### config.mk
export PLATFORM = sky130hd
export DESIGN_NAME = dual_adc_sampler
export DESIGN_NICKNAME = d
export VERILOG_FILES = /design/src/rtl/game_pkg.sv /design/src/rtl/adc_spi_frame.sv /design/src/rtl/dual_adc_sampler.sv
export SDC_FILE = /design/constraint.sdc
export NUM_CORES = 1
export LEC_CHECK = 0
export ABC_AREA = 1
export CORE_MARGIN = 8
export CORE_UTILIZATION = 60
export DETAILED_ROUTE_END_ITERATION = 6
export DONT_BUFFER_PORTS = 1
export PLACE_DENSITY = 0.73
export SYNTH_ARGS = -nofsm -noshare
export SYNTH_HDL_FRONTEND = slang
export SYNTH_SLANG_ARGS = --single-unit
### constraint.sdc
create_clock -name clk -period 2.45 [get_ports clk]
set_input_delay 0.1225 -clock clk [delete_from_list [all_inputs] [get_ports clk]]
set_output_delay 0.1225 -clock clk [all_outputs]
set_load 0.02 [all_outputs]
### src/rtl/game_pkg.sv
// Shared types and constants for the ADC front end and the game logic fed by it.
package game_pkg;
    localparam int ADC_W          = 12;
    localparam int ADC_FRAME_BITS = 17;
    localparam int ADC_NULL_IDX   = 4;

    localparam logic CMD_START = 1'b1;
    localparam logic CMD_SGL   = 1'b1;
    localparam logic CMD_MSBF  = 1'b1;

    typedef logic [ADC_W-1:0] adc_sample_t;

    typedef enum logic [1:0] {FR_IDLE, FR_SETUP, FR_SHIFT, FR_GAP} frame_state_t;
    typedef enum logic [1:0] {PR_IDLE, PR_CH0, PR_CH1, PR_DONE} pair_state_t;

    // DIN value for SCLK period idx: start, single-ended, channel, MSB-first, then zeros.
    function automatic logic cmd_bit(input logic ch, input logic [4:0] idx);
        case (idx)
            5'd0:    cmd_bit = CMD_START;
            5'd1:    cmd_bit = CMD_SGL;
            5'd2:    cmd_bit = ch;
            5'd3:    cmd_bit = CMD_MSBF;
            default: cmd_bit = 1'b0;
        endcase
    endfunction
endpackage

### src/rtl/adc_spi_frame.sv
// One MCP3202-style conversion frame: cs_n setup, 17 SCLK periods, then cs_n high gap.
module adc_spi_frame
    import game_pkg::*;
#(
    parameter int CLK_DIV      = 4,
    parameter int CS_HIGH_CLKS = 8
) (
    input  logic             i_clk,
    input  logic             i_reset,
    input  logic             i_start,
    input  logic             i_ch,
    input  logic             i_miso,
    output logic             o_done,
    output logic [ADC_W-1:0] o_result,
    output logic             o_sclk,
    output logic             o_cs_n,
    output logic             o_mosi
);
    localparam int CNT_MAX = (CLK_DIV > CS_HIGH_CLKS) ? CLK_DIV : CS_HIGH_CLKS;
    localparam int CW      = $clog2(CNT_MAX + 1);

    frame_state_t r_state, w_next;
    logic [CW-1:0] r_cnt;
    logic [4:0]    r_bit;
    logic          r_sclk, r_cs_n, r_mosi, r_ch;
    adc_sample_t   r_shift;

    logic w_div_end, w_gap_end, w_last_bit, w_load;
    assign w_div_end  = (r_cnt == CW'(CLK_DIV - 1));
    assign w_gap_end  = (r_cnt == CW'(CS_HIGH_CLKS - 1));
    assign w_last_bit = (r_bit == 5'(ADC_FRAME_BITS - 1));
    assign w_load     = (w_next == FR_SETUP) && (r_state != FR_SETUP);

    always_ff @(posedge i_clk) begin
        if (i_reset) r_state <= FR_IDLE;
        else         r_state <= w_next;
    end

    always_comb begin
        w_next = r_state;
        case (r_state)
            FR_IDLE:  if (i_start) w_next = FR_SETUP;
            FR_SETUP: if (w_div_end) w_next = FR_SHIFT;
            FR_SHIFT: if (w_div_end && r_sclk && w_last_bit) w_next = FR_GAP;
            FR_GAP:   if (w_gap_end) w_next = i_start ? FR_SETUP : FR_IDLE;
            default:  w_next = FR_IDLE;
        endcase
    end

    always_ff @(posedge i_clk) begin
        if (i_reset) begin
            r_cnt   <= '0;
            r_bit   <= '0;
            r_sclk  <= 1'b0;
            r_cs_n  <= 1'b1;
            r_mosi  <= 1'b0;
            r_ch    <= 1'b0;
            r_shift <= '0;
        end else if (w_load) begin
            // Start bit is presented for the whole setup hold before the first rise.
            r_cnt  <= '0;
            r_bit  <= '0;
            r_cs_n <= 1'b0;
            r_ch   <= i_ch;
            r_mosi <= cmd_bit(i_ch, 5'd0);
        end else begin
            case (r_state)
                FR_SETUP: r_cnt <= w_div_end ? '0 : r_cnt + 1'b1;
                FR_SHIFT: begin
                    if (w_div_end) begin
                        r_cnt <= '0;
                        if (!r_sclk) begin
                            r_sclk <= 1'b1;
                            if (r_bit >= 5'(ADC_NULL_IDX + 1))
                                r_shift <= {r_shift[ADC_W-2:0], i_miso};
                        end else begin
                            r_sclk <= 1'b0;
                            if (w_last_bit) begin
                                r_cs_n <= 1'b1;
                                r_mosi <= 1'b0;
                            end else begin
                                r_bit  <= r_bit + 5'd1;
                                r_mosi <= cmd_bit(r_ch, r_bit + 5'd1);
                            end
                        end
                    end else begin
                        r_cnt <= r_cnt + 1'b1;
                    end
                end
                FR_GAP:  r_cnt <= r_cnt + 1'b1;
                default: ;
            endcase
        end
    end

    assign o_done   = (r_state == FR_GAP) && w_gap_end;
    assign o_result = r_shift;
    assign o_sclk   = r_sclk;
    assign o_cs_n   = r_cs_n;
    assign o_mosi   = r_mosi;
endmodule

### src/rtl/dual_adc_sampler.sv
// Periodic CH0/CH1 sampler; publishes both player readings together with a data_valid strobe.
module dual_adc_sampler
    import game_pkg::*;
#(
    parameter int CLK_DIV       = 4,
    parameter int CS_HIGH_CLKS  = 8,
    parameter int SAMPLE_PERIOD = 100000
) (
    input  logic             clk,
    input  logic             reset,
    input  logic             enable,
    input  logic             miso,
    output logic             sclk,
    output logic             cs_n,
    output logic             mosi,
    output logic [ADC_W-1:0] p1data,
    output logic [ADC_W-1:0] p2data,
    output logic             data_valid,
    output logic             busy
);
    localparam int PW = $clog2(SAMPLE_PERIOD);

    pair_state_t r_state, w_next;
    logic [PW-1:0] r_cnt;
    adc_sample_t   r_shadow, r_p1, r_p2;
    logic          r_dv;
    logic          w_tick, w_start, w_ch, w_done;
    adc_sample_t   w_result;

    assign w_tick = (r_cnt == PW'(SAMPLE_PERIOD - 1));

    always_ff @(posedge clk) begin
        if (reset || w_tick) r_cnt <= '0;
        else                 r_cnt <= r_cnt + 1'b1;
    end

    always_ff @(posedge clk) begin
        if (reset) r_state <= PR_IDLE;
        else       r_state <= w_next;
    end

    // CH1 is launched on the last gap clock of CH0 so the frames run back-to-back.
    always_comb begin
        w_next  = r_state;
        w_start = 1'b0;
        w_ch    = 1'b0;
        case (r_state)
            PR_IDLE: if (w_tick && enable) begin
                w_next  = PR_CH0;
                w_start = 1'b1;
            end
            PR_CH0: if (w_done) begin
                w_next  = PR_CH1;
                w_start = 1'b1;
                w_ch    = 1'b1;
            end
            PR_CH1:  if (w_done) w_next = PR_DONE;
            PR_DONE: w_next = PR_IDLE;
            default: w_next = PR_IDLE;
        endcase
    end

    always_ff @(posedge clk) begin
        if (reset) begin
            r_shadow <= '0;
            r_p1     <= '0;
            r_p2     <= '0;
            r_dv     <= 1'b0;
        end else begin
            r_dv <= (r_state == PR_CH1) && w_done;
            if (r_state == PR_CH0 && w_done) r_shadow <= w_result;
            if (r_state == PR_CH1 && w_done) begin
                r_p1 <= r_shadow;
                r_p2 <= w_result;
            end
        end
    end

    adc_spi_frame #(
        .CLK_DIV      (CLK_DIV),
        .CS_HIGH_CLKS (CS_HIGH_CLKS)
    ) u_frame (
        .i_clk    (clk),
        .i_reset  (reset),
        .i_start  (w_start),
        .i_ch     (w_ch),
        .i_miso   (miso),
        .o_done   (w_done),
        .o_result (w_result),
        .o_sclk   (sclk),
        .o_cs_n   (cs_n),
        .o_mosi   (mosi)
    );

    assign p1data     = r_p1;
    assign p2data     = r_p2;
    assign data_valid = r_dv;
    assign busy       = (r_state != PR_IDLE);
endmodule
==> summary.txt <==
Timing
  – Setup TNS: 0 ns
  – Clk_skew: around 0.012 ns
  – Final WS setup: around 0.56 ns
  – # setup viols final: 0
  – Highest Clock Rate: 530 MHz
  – Max_slew headroom: 48.2%
  – Hold slack final: about 0.057 ns
  – Worst slew pin tran: just under 0.8 ns
  – Final Hold Viols: 0
  – RSZ-0062 raised after global routing: no
  – Slew Limit Fails: 0
  – Part of the cycle the worst path needs: about 77%
  – Fin crit period: around 1.9 ns

Critical path
  – Crit Path Max Fanout: 17
  – Worst setup EP type: flip-flop
  – CP max stage delay: between 0.4 and 0.5 ns
  – R2R cell count: 7
  – Crit Path Category: flip-flop to flip-flop
  – Slowest CP cell: nand2_1
  – CP required: between 2 and 3 ns
  – CP most frequent cell: nand2_1
  – Critical path, cell by cell: ha_1 > nand3_1 > nor3_1 > nand2_1 > nand2_1 > a21oi_1 > o21a_1
  – CP Launch Type: flip-flop
  – Worst Path Arrival: between 2 and 2.5 ns

Layout
  – Multi-input gate area: around 1700 um2
  – Syn-to-layout area delta: 7.67%
  – Layout cell share with drive strength beyond 1: 10.5%
  – Final nets: 467
  – Filler cells: roughly 550
  – Register area: between 1500 and 2000 um2
  – Ant diodes: 0
  – Final Util: 65.6%

Placed design
  – RePlAce Congestion: a little over 0.8
  – Port bufs: 0
  – Post-detail-place hpwl: just under 5000 um
  – Post-Place Setup Slack: about 0.6 ns

Global routing
  – Largest net degree at the start of global routing: a little over 40
  – Gr usage total: 16.9%
  – Grt peak-use layer: met2
  – Initial antenna violation count: 0
  – Overflow left after global routing: 0
  – Met1 Resource Use GR: 19.4%
  – Met2 usage: between 20% and 30%
  – Number of global-route vias before repair: between 2000 and 3000
  – First-pass GRT wire length: between 10000 and 15000 um
  – Grt met3 use: around 4.8%

Yosys
  – Top_reg_cell synth: dfxtp_1
  – Syn Inst Count: 456
  – Ys async rst share: 0%
  – Synth cell types: 36
  – Mapped cell area: 3540 um2
  – Post-synth EDFFs: 0
  – Syn Nets: 470
  – Synth Warn #: 0
  – Avg Inst Size Synth: 7.77 um2
  – Sequential area share after synthesis: a little under half
  – Synthesized flop and latch total: 83

Route
  – DR pass1 iterations: 4
  – # DRC: 0
  – Wirelength, routed: between 6000 and 7000 um
  – Starting DRC count in detailed routing: 134
  – Routed wire per std cell: about 13 um
  – Final ANT Viol Nets: 0
  – DR vias/cell: 5.25
  – Via count: ~2800

CTS
  – CTS resizes: 0
  – Clk slew on worst S/H paths: approximately 0.090 ns
  – Worst skew pair latency: ~0.35 ns
  – Root Driver: clkbuf_8
  – H-tree depth: 3
  – TritonCTS Buffers: 9
  – CTS tree: built
  – CTS max path bufs: 2
  – CTS Sinks: 83

Power and ir drop
  – Leakage power: 1.40 nW
  – PD cells: ~660 nW/um2
  – Worst vdd ir: approximately 420 uV

Floorplan
  – Row count: 28
  – Die ar.: approximately 8600 um2
  – IO Count: 33
  – Die X: roughly 93 um
  – Core area: slightly below 6000 um2
  – Die H: a little over 90 um
  – Starting Density: between 60% and 70%

Job
  – Max-cap violation count: 0

Min path
  – Worst Hold Depth: 2
  – Min-delay worst type: input pin to flip-flop

Run status
  – Run status: finished, final reports clean
## through the flow
| stage | instances | power [W] | instance area (um2) |
|---|---|---|---|
| after global placement | 515 | 0.00152 | 3570 |
| final | 533 | 0.00251 | 3810 |
| after floorplan | 456 | 0.00151 | 3540 |
| after CTS | 533 | 0.00254 | 3810 |
| after detailed placement | 515 | 0.00153 | 3570 |
| after global routing | 533 | 0.00262 | 3810 |
## what timing repair did
item / 4_1_cts / 5_1_grt
buffers inserted: 0 / 0
hold buffers: 2 / 0
endpoints found under the hold margin: 41 / 0
## power by group
group          internal [W]  switching, W
clock              0.000507      0.000494
combinational     0.0000414      0.000101
sequential          0.00136    0.00000728
## synthesized netlist by cell type (3+ instances only)
cell type | number | share of area, %
dfxtp_1 | 83 | 47
nand2_2 | 5 | 0.88
nor2_2 | 4 | 0.71
buf_4 | 3 | 0.64
ha_1 | 10 | 3.5
nand2_1 | 88 | 9.3
nor2_1 | 57 | 6.0
mux2i_1 | 3 | 0.85
o21ai_0 | 16 | 2.3
xor2_1 | 6 | 1.5
a21oi_1 | 46 | 6.5
o21ai_1 | 3 | 0.42
nand3_1 | 36 | 5.1
nor2_4 | 3 | 0.95
inv_1 | 32 | 3.4
inv_2 | 4 | 0.42
xnor2_1 | 3 | 0.74
nor3_1 | 9 | 1.3
nor3b_1 | 5 | 1.1
or2_2 | 3 | 0.53
clkbuf_1 | 14 | 1.5
nand4_1 | 4 | 0.71
## routing by layer
layer | vias to the layer above | wire length (um)
li1 | 1467 | -
met1 | 1284 | 3170
met2 | 39 | 3420
met3 | 7 | 309
met4 | 0 | 93
met5 | - | 0
## path summary, 6_finish.rpt
kind | slack (ns) | endpoint | from
hold / removal | 0.06 | r_shadow[8] | reset
hold reg to reg | 0.47 | r_shadow[9] | r_shadow[9]
setup / recovery | 0.56 | r_cnt[9] | r_cnt[0]
setup reg to reg | 0.56 | r_cnt[9] | r_cnt[0]
## final cells by class
class / instances / area share (%)
clock buffers: 10 / 3.61
clock inverters: 6 / 1.90
inverters: 36 / 3.54
multi-input cells: 318 / 43.5
flip-flops and latches: 83 / 43.6
well taps: 75 / 2.46
repair buffers: 5 / 1.38
## worst max-delay path: cells and delay by family (launching register included)
kind / cells / cell delay (ns)
AO/OA/AOI/OAI: 2 / 0.21
flip-flops: 1 / 0.38
adder cells (fa/ha/maj): 1 / 0.21
AND/OR/NAND/NOR: 4 / 0.99
## cells by family (layout without fill, tap and decap cells)
group                      count (synthesis)  in the layout  synth area share (%)
AOI/OAI and AO/OA                         72             72                  10.7
xor gates and xnor gates                   9              9                  2.23
adders and majority gates                 10             10                  3.53
buffers and inverters                     55             57                  6.22
DFF                                       83             83                  46.9
muxes                                      4              4                  1.17
and+or+nand+nor                          223            223                  29.2
## sequential cells by signal, indices dropped and copies added (netlist names)
register and cells:
u_frame.r_state 2, r_state 2, p1data 12, r_shadow 12, u_frame.o_sclk 1, p2data 12
u_frame.o_cs_n 1, u_frame.o_result 12, r_cnt 17, u_frame.r_cnt 4, u_frame.r_ch 1, data_valid 1
u_frame.o_mosi 1, u_frame.r_bit 5
## placed cells by master (no fill, tap or decap), types with 4 or more instances in the layout
cell type,count
nor3_1,9
nand3_1,36
o21ai_0,16
inv_1,32
nand2_2,5
inv_2,4
ha_1,10
nand4_1,4
xor2_1,6
nor2_2,4
nor2_1,57
nand2_1,88
clkbuf_8,10
dfxtp_1,83
a21oi_1,46
nor3b_1,5
No activity file was read; power rests on OpenSTA's default activity.
